`config.mk`:
```
export PLATFORM = sky130hd
export DESIGN_NAME = reg_list_seq
export DESIGN_NICKNAME = d
export VERILOG_FILES = /design/src/rtl/reg_list_seq.sv
export SDC_FILE = /design/constraint.sdc
export NUM_CORES = 1
export LEC_CHECK = 0
export BUFFER_PORTS_ARGS = -buffer_cell sky130_fd_sc_hd__buf_2
export CAP_MARGIN = 10
export CORE_MARGIN = 10
export CORE_UTILIZATION = 25
export CTS_BUF_LIST = sky130_fd_sc_hd__clkbuf_16
export DETAILED_ROUTE_END_ITERATION = 7
export PLACE_DENSITY = 0.45
export SLEW_MARGIN = 10
export SYNTH_ARGS = -nofsm -noshare
export SYNTH_HDL_FRONTEND = slang
export SYNTH_SLANG_ARGS = --single-unit
```
`constraint.sdc`:
```
create_clock -name clk -period 4.6 [get_ports clk]
set_input_delay 0.23 -clock clk [delete_from_list [all_inputs] [get_ports clk]]
set_output_delay 0.23 -clock clk [all_outputs]
set_load 0.005 [all_outputs]
```
`src/rtl/reg_list_seq.sv`:
```
// reg_list_seq -- register-list transfer sequencer.
//
// On an accepted start, latches a register list and base address, then
// issues one beat per set list bit (lowest index first) with an
// incrementing word address, handshaked by xfer_valid_o/xfer_ready_i.
// A one-cycle done_o pulse follows the last beat (or the start edge
// directly for an empty list).
//
// Optional feature macro: REG_LIST_DESC_EN
//   defined   -> desc_i present; desc_i=1 starts at base-count and
//                writes back base-count (register order still ascending)
//   undefined -> ascending only, no subtractor in the address path
//
// Ports:
//   clk           clock, rising edge
//   rst_n         asynchronous active-low reset
//   start_i       begin a transfer (sampled in IDLE only)
//   list_i        register list, bit n = transfer register n
//   base_i        base address
//   desc_i        descending mode (REG_LIST_DESC_EN only)
//   busy_o        not in IDLE
//   xfer_valid_o  beat presented (RUN only)
//   xfer_ready_i  consumer accepts the beat
//   reg_idx_o     register index of current beat
//   addr_o        word address of current beat
//   last_o        current beat is the final one
//   done_o        one-cycle completion pulse
//   count_o       byte count = popcount(list) * 4
//   wb_addr_o     base-register writeback value
module reg_list_seq #(
  parameter int unsigned LIST_W = 10,
  parameter int unsigned IDX_W  = 4
) (
  input  logic              clk,
  input  logic              rst_n,
  input  logic              start_i,
  input  logic [LIST_W-1:0] list_i,
  input  logic [31:0]       base_i,
`ifdef REG_LIST_DESC_EN
  input  logic              desc_i,
`endif
  output logic              busy_o,
  output logic              xfer_valid_o,
  input  logic              xfer_ready_i,
  output logic [IDX_W-1:0]  reg_idx_o,
  output logic [31:0]       addr_o,
  output logic              last_o,
  output logic              done_o,
  output logic [31:0]       count_o,
  output logic [31:0]       wb_addr_o
);

  typedef enum logic [1:0] {
    S_IDLE = 2'd0,
    S_RUN  = 2'd1,
    S_DONE = 2'd2
  } state_t;

  state_t            r_state;
  state_t            w_state_nxt;
  logic [LIST_W-1:0] r_list;
  logic [31:0]       r_addr;
  logic [31:0]       r_count;
  logic [31:0]       r_wb_addr;

  logic [31:0]       w_count;
  logic [31:0]       w_start_addr;
  logic [31:0]       w_wb_addr;
  logic [LIST_W-1:0] w_low_onehot;
  logic [IDX_W-1:0]  w_low_idx;
  logic [LIST_W-1:0] w_list_rest;
  logic              w_start;
  logic              w_accept;
  logic              w_last;

  // Byte count of the incoming list.
  always_comb begin
    w_count = '0;
    for (int unsigned i = 0; i < LIST_W; i++) begin
      w_count = w_count + {29'd0, list_i[i], 2'b00};
    end
  end

`ifdef REG_LIST_DESC_EN
  logic [31:0] w_low_addr;
  assign w_low_addr   = base_i - w_count;
  assign w_start_addr = desc_i ? w_low_addr : base_i;
  assign w_wb_addr    = desc_i ? w_low_addr : (base_i + w_count);
`else
  assign w_start_addr = base_i;
  assign w_wb_addr    = base_i + w_count;
`endif

  // Lowest set bit of the remaining list. Scanning high-to-low lets the
  // lowest hit overwrite any higher one.
  always_comb begin
    w_low_onehot = '0;
    w_low_idx    = '0;
    for (int unsigned i = LIST_W; i > 0; i--) begin
      if (r_list[i-1]) begin
        w_low_onehot        = '0;
        w_low_onehot[i-1]   = 1'b1;
        w_low_idx           = IDX_W'(i - 1);
      end
    end
  end

  // Clearing the one-hot avoids an r_list-1 subtractor.
  assign w_list_rest = r_list & ~w_low_onehot;
  assign w_start     = (r_state == S_IDLE) && start_i;
  assign w_last      = (r_state == S_RUN) && (w_list_rest == '0);
  assign w_accept    = (r_state == S_RUN) && xfer_ready_i;

  always_comb begin
    w_state_nxt  = r_state;
    busy_o       = 1'b0;
    xfer_valid_o = 1'b0;
    last_o       = 1'b0;
    done_o       = 1'b0;
    reg_idx_o    = w_low_idx;
    addr_o       = r_addr;
    count_o      = r_count;
    wb_addr_o    = r_wb_addr;
    case (r_state)
      S_IDLE: begin
        if (start_i) begin
          w_state_nxt = (list_i != '0) ? S_RUN : S_DONE;
        end
      end
      S_RUN: begin
        busy_o       = 1'b1;
        xfer_valid_o = 1'b1;
        last_o       = w_last;
        if (xfer_ready_i && w_last) begin
          w_state_nxt = S_DONE;
        end
      end
      S_DONE: begin
        busy_o      = 1'b1;
        done_o      = 1'b1;
        w_state_nxt = S_IDLE;
      end
      default: w_state_nxt = S_IDLE;
    endcase
  end

  always_ff @(posedge clk or negedge rst_n) begin
    if (!rst_n) begin
      r_state   <= S_IDLE;
      r_list    <= '0;
      r_addr    <= '0;
      r_count   <= '0;
      r_wb_addr <= '0;
    end else begin
      r_state <= w_state_nxt;
      if (w_start) begin
        r_list    <= list_i;
        r_addr    <= w_start_addr;
        r_count   <= w_count;
        r_wb_addr <= w_wb_addr;
      end else if (w_accept) begin
        r_list <= w_list_rest;
        r_addr <= r_addr + 32'd4;
      end
    end
  end

endmodule

```
After elaboration in Yosys (flattened, before gate mapping). Index checks and enable logic that the tools add are counted.

Register bits: 108. Bits of input ports: 46. Output and inout port bits: 104.

Add/subtract/negate cells: 11. Eq/ne operators: 4. Mux-type cells: 32. Bitwise operators: 2. Reductions and logical operators: 10.

Operator list (number): 10-bit two-way mux (12); 32-bit two-way mux (2); 4-bit two-way mux (10); 32-bit by 12-bit adder with 32-bit output (1); 32-bit by 3-bit adder with 32-bit output, second input constant (1); 11-bit by 3-bit adder with 12-bit output (1); 10-bit by 3-bit adder with 11-bit output (1); 9-bit by 3-bit adder with 10-bit output (1); 10-bit bitwise AND (1); 10-bit logical NOT (1); 10-bit inverter (1); 10-bit nonzero test (1); 8-bit by 3-bit adder with 9-bit output (1); 7-bit by 3-bit adder with 8-bit output (1); 6-bit by 3-bit adder with 7-bit output (1); 5-bit by 3-bit adder with 6-bit output (1); 2-bit two-way mux (3); 4-bit by 3-bit adder with 5-bit output (1); 3-bit by 3-bit adder with 4-bit output (1); 1-bit logical AND (4); 1-bit two-way mux (4); 2-bit one-hot mux with 2 select lines (1); 2-bit by 1-bit == test with 1-bit output, second input constant (1); 2-bit == test, second input constant (1); 6 further kinds (6).

Longest topological paths before layout.
Word-level depth: 17. Gate-level depth with buffers: 17.

Least setup slack after synthesis. No wires, ideal clock.

Path type: input port to flip-flop. Start: in list_i[3]. End: reg r_wb_addr[28], in the netlist wb_addr_o[28]. Library setup time: 0.133 ns. Arrival time: 3.684 ns. Required time: 4.467 ns. Path slack: 0.783 ns. Cell stages on the path: 17. Path buffers: 1. Cell sequence: inv_1 -> fa_1 -> inv_1 -> ha_1 -> fa_1 -> ha_1 -> ha_1 -> a31oi_1 -> xnor2_1 -> ha_1 -> inv_1 -> o21bai_1 -> a21oi_1 -> clkbuf_1 -> nor4_1 -> xnor2_1 -> o21ai_0.

Cells in the longest elaborated chain, start to end: 8.

RTL lines: from (decl) (RTL line 37) `input logic [LIST_W-1:0] list_i,`; 5-bit by 3-bit adder with 6-bit output (RTL line 80) `w_count = w_count + {29'd0, list_i[i], 2'b00};`; 6-bit by 3-bit adder with 7-bit output (RTL line 80); 7-bit by 3-bit adder with 8-bit output (RTL line 80); 8-bit by 3-bit adder with 9-bit output (RTL line 80); 9-bit by 3-bit adder with 10-bit output (RTL line 80); 10-bit by 3-bit adder with 11-bit output (RTL line 80); 11-bit by 3-bit adder with 12-bit output (RTL line 80); named net w_count[5] (RTL line 66) `logic [31:0] w_count;`; 32-bit by 12-bit adder with 32-bit output (RTL line 91) `assign w_wb_addr = base_i + w_count;`; to (signal assigned) (RTL line 160) `r_wb_addr <= w_wb_addr;`; to (decl) (RTL line 64) `logic [31:0] r_wb_addr;`.

The timed path passes the listed nets, and every way through them passes these cells. A chain may end at the register's enable or synchronous reset.

Worst setup path in the final report.
Start: in list_i[3]. End: reg r_wb_addr[27], in the netlist wb_addr_o[27].

Same word-level chain as after synthesis.

==> run_summary.xml <==
<?xml version="1.0" encoding="UTF-8"?>
<metrics>
  <group name="run_status">
    <metric name="outcome" unit="">finished, final reports clean</metric>
  </group>
  <group name="critical_path">
    <metric name="crit_cells" unit="">15</metric>
    <metric name="worstSetupPathType" unit="">input port to flop</metric>
    <metric name="critPathMostFrequentCell" unit="">sky130_fd_sc_hd__ha_1</metric>
    <metric name="required" unit="ps">4800</metric>
    <metric name="cp_num_buf_inv" unit="">3</metric>
    <metric name="critical_path.cell_chain" unit="">buf_2, inv_1, fa_1, inv_1, ha_1, fa_1, ha_1, ha_1, a21oi_1, nor2b_1, ha_1, o211ai_1, nor4_1, xnor2_1, o21ai_0</metric>
    <metric name="r2r.worst_path.cells" unit="">8</metric>
    <metric name="critPathLaunchType" unit="">input port</metric>
    <metric name="r2r_end" unit="">addr_o[23]$_DFFE_PN0P_</metric>
    <metric name="critical_path_arrival" unit="ps">4000</metric>
    <metric name="reg2reg_setup_slack" unit="ps">2080</metric>
    <metric name="crit_fanout" unit="">10</metric>
    <metric name="critical_path.slowest_cell" unit="">sky130_fd_sc_hd__o211ai_1</metric>
    <metric name="timing.critical_path.to_type" unit="">flop</metric>
    <metric name="slowest_delay" unit="ps">780</metric>
    <metric name="worst_path_dominant_cell_family" unit="">adder cells</metric>
    <metric name="r2r-start" unit="">r_state[1]$_DFFE_PN0P_</metric>
  </group>
  <group name="timing">
    <metric name="final_period_minus_worst_setup_slack" unit="ps">3800</metric>
    <metric name="maximum_clock_frequency" unit="GHz">0.263</metric>
    <metric name="hold_violations" unit="">0</metric>
    <metric name="totalNegativeSetupSlack" unit="ps">0</metric>
    <metric name="final.setup_skew" unit="ps">12.8</metric>
    <metric name="fin_worst_hold_slack" unit="ps">110</metric>
    <metric name="slew_headroom" unit="">0.382</metric>
    <metric name="setup-violations-final" unit="">0</metric>
    <metric name="post_route_clock_period_utilization" unit="">0.827</metric>
    <metric name="finalMaxSlewViolations" unit="">0</metric>
    <metric name="worst_pin_slew" unit="ps">923</metric>
    <metric name="grt_setup_unrepaired" unit="">false</metric>
  </group>
  <group name="logic_synthesis">
    <metric name="avgSynthCellArea" unit="um2">8.80</metric>
    <metric name="ys_async_sr_fraction" unit="">1.00</metric>
    <metric name="synth-warning-count" unit="">0</metric>
    <metric name="syn-cell-area" unit="um2">4910</metric>
    <metric name="synth_seq_area_share" unit="">0.413</metric>
    <metric name="post-synth-top-area-cell" unit="">sky130_fd_sc_hd__dfrtp_1</metric>
    <metric name="flops_latches_synth" unit="">81</metric>
    <metric name="yosysTopAreaCellShare" unit="">0.413</metric>
    <metric name="ys_dominant_reg_cell" unit="">sky130_fd_sc_hd__dfrtp_1</metric>
    <metric name="synth_edf_count" unit="">0</metric>
    <metric name="synthDistinctLibCells" unit="">49</metric>
    <metric name="synth_area_leaders" unit="">sky130_fd_sc_hd__dfrtp_1 41%, sky130_fd_sc_hd__nand2_1 8.7%, sky130_fd_sc_hd__o21ai_0 6.8%</metric>
    <metric name="post_synth_inst_count" unit="">558</metric>
  </group>
  <group name="route">
    <metric name="vias" unit="">4288</metric>
    <metric name="detail_route.wirelength" unit="um">15800</metric>
    <metric name="drt_first_pass_iters" unit="">4</metric>
    <metric name="drt_iter0_drc" unit="">235</metric>
    <metric name="post_drt_wl_per_cell" unit="um">16.8</metric>
    <metric name="ant_nets" unit="">0</metric>
    <metric name="post-route-drc-count" unit="">0</metric>
    <metric name="vias_per_cell" unit="">4.56</metric>
  </group>
  <group name="global_routing">
    <metric name="grt_pass1_wl" unit="um">25100</metric>
    <metric name="grt_max_degree" unit="">82</metric>
    <metric name="number_of_antenna_violations_at_the_first_check_in_global_routing" unit="">1</metric>
    <metric name="globalRouteOverflowTotal" unit="">0</metric>
    <metric name="number_of_global_route_vias_before_repair" unit="">4451</metric>
    <metric name="grt.total_usage" unit="">0.122</metric>
  </group>
  <group name="finish">
    <metric name="antennaDiodeCount" unit="">0</metric>
    <metric name="drive_gt1_frac" unit="">0.220</metric>
    <metric name="final_cells" unit="">941</metric>
    <metric name="finalNetCount" unit="">741</metric>
    <metric name="utilization" unit="">0.309</metric>
    <metric name="area_delta_synth_final" unit="%">22.1</metric>
    <metric name="mostFrequentLayoutCell" unit="">sky130_fd_sc_hd__buf_2</metric>
    <metric name="fillers" unit="">2111</metric>
    <metric name="most-common-layout-cells" unit="">121 x sky130_fd_sc_hd__buf_2, 113 x sky130_fd_sc_hd__nand2_1, 81 x sky130_fd_sc_hd__dfrtp_1, 67 x sky130_fd_sc_hd__o21ai_0, 35 x sky130_fd_sc_hd__xnor2_1</metric>
  </group>
  <group name="floorplanning">
    <metric name="die_height" unit="um">160</metric>
    <metric name="placeableCoreArea" unit="um2">19400</metric>
    <metric name="io_pins" unit="">150</metric>
    <metric name="die-area" unit="um2">25600</metric>
    <metric name="fp.dieW" unit="um">160</metric>
    <metric name="initial_core_util" unit="">0.253</metric>
    <metric name="floorplan.rows" unit="">51</metric>
  </group>
  <group name="clocking">
    <metric name="clkSinkCount" unit="">81</metric>
    <metric name="cts_tree" unit="">yes</metric>
    <metric name="ctsHtreeMaxLevel" unit="">3</metric>
    <metric name="cts.repair.resized" unit="">0</metric>
    <metric name="clock_tree.buffer_depth" unit="">2</metric>
    <metric name="root_buffer" unit="">sky130_fd_sc_hd__clkbuf_16</metric>
    <metric name="worst_setup_hold_path_clk_slew" unit="ps">60</metric>
    <metric name="cts_buffers" unit="">9</metric>
    <metric name="clkLatencyLatePin" unit="ps">350</metric>
  </group>
  <group name="power_and_ir_drop">
    <metric name="tot_pwr" unit="mW">3.56</metric>
    <metric name="power_per_cell_area" unit="nW/um2">594</metric>
    <metric name="max-vdd-ir-drop" unit="mV">0.290</metric>
    <metric name="p_leak" unit="nW">2.77</metric>
  </group>
  <group name="placement">
    <metric name="gp_routability_congestion" unit="">0.835</metric>
    <metric name="dp_hpwl" unit="um">12100</metric>
    <metric name="placed_cells" unit="">924</metric>
    <metric name="buffer_ports.inserted" unit="">122</metric>
  </group>
  <group name="hold_path">
    <metric name="hold_class" unit="">input port to flop</metric>
    <metric name="timing.hold.worst_path_depth" unit="">3</metric>
    <metric name="worstHoldStart" unit="">base_i[1]</metric>
    <metric name="endpoint_of_the_worst_hold_timing_path" unit="">wb_addr_o[1]$_DFFE_PN0P_</metric>
  </group>
  <group name="flow_run">
    <metric name="drv_cap" unit="">0</metric>
  </group>
</metrics>
[report_power, final]
group	switching, mW	total (mW)	internal (mW)
Sequential	0.323	1.37	1.05
Clock	0.292	0.703	0.411
Combinational	0.845	1.48	0.638
Total	1.46	3.56	2.10
[flip-flops by register name (all words and copies together), names as in the netlist]
name,flops
addr_o,32
count_o,5
r_list,10
r_state,2
wb_addr_o,32
[metrics by stage]
stage / setup WS [ps] / cell area [um2]
final: 796 / 5990
after global routing: 512 / 5990
after CTS: 792 / 5960
after detailed placement: 431 / 5680
after global placement: 486 / 5680
after floorplan: 783 / 5010
[timing repair]
item / 4_1_cts / 5_1_grt
hold buffers: 0 / 1
endpoints found under the hold margin: 0 / 35
buffers inserted: 0 / 0
[per-layer routing]
layer,wire length [um],up-vias,GRT usage
li1,-,2082,-
met1,6790,2048,0.150
met2,7540,147,0.198
met3,1320,11,0.0465
met4,133,0,0.0317
met5,0,-,0
[worst min-delay path: stages]
cell	delay, ps
sky130_fd_sc_hd__buf_2	80
sky130_fd_sc_hd__nand2_1	50
sky130_fd_sc_hd__nand2_1	50
[synthesized netlist by cell type, drive strengths merged, types with 2 or more instances]
cell type and number:
a21oi 12, a31oi 3, and2 2, and3 18, and4 6, buf 30
clkbuf 20, dfrtp 81, fa 5, ha 18, inv 18, nand2 114
nand3 21, nand4 8, nor2 14, nor2b 2, nor3 15, nor3b 2
nor4 11, o211ai 3, o21ai 69, o21bai 3, o311ai 4, o31ai 2
or2 2, or3 4, or4 2, xnor2 35, xor2 22
[layout make-up]
type	count	area [um2]	share of cell area
well taps	265	332	0.0553
inverters	18	67.6	0.0113
clock buffers	9	225	0.0376
multi-input cells	435	2620	0.437
flip-flops and latches	81	2030	0.338
clock inverters	6	52.6	0.00877
repair buffers	127	673	0.112
[kinds of logic (layout without fill, tap and decap cells)]
kind of cell,after synthesis,after routing,share of synthesized area
AND/OR/NAND/NOR,224,224,0.217
AO/OA/AOI/OAI,101,101,0.120
flip-flops,81,81,0.413
buffers and inverters,68,160,0.0749
XOR/XNOR,57,57,0.102
adder cells (fa/ha/maj),24,24,0.0683
multiplexers,2,2,0.00433
other,1,27,0.000764
[worst max-delay path by stage]
stage               from                        end  slack (ps)
6_report       list_i[3]  wb_addr_o[27]$_DFFE_PN0P_         800
3_3_place_gp   list_i[3]  wb_addr_o[30]$_DFFE_PN0P_         490
2_1_floorplan  list_i[3]  wb_addr_o[28]$_DFFE_PN0P_         780
4_1_cts        list_i[3]  wb_addr_o[27]$_DFFE_PN0P_         790
3_5_place_dp   list_i[3]  wb_addr_o[27]$_DFFE_PN0P_         430
5_1_grt        list_i[3]  wb_addr_o[28]$_DFFE_PN0P_         510
Note: power is estimated with default switching activity, not from simulation.
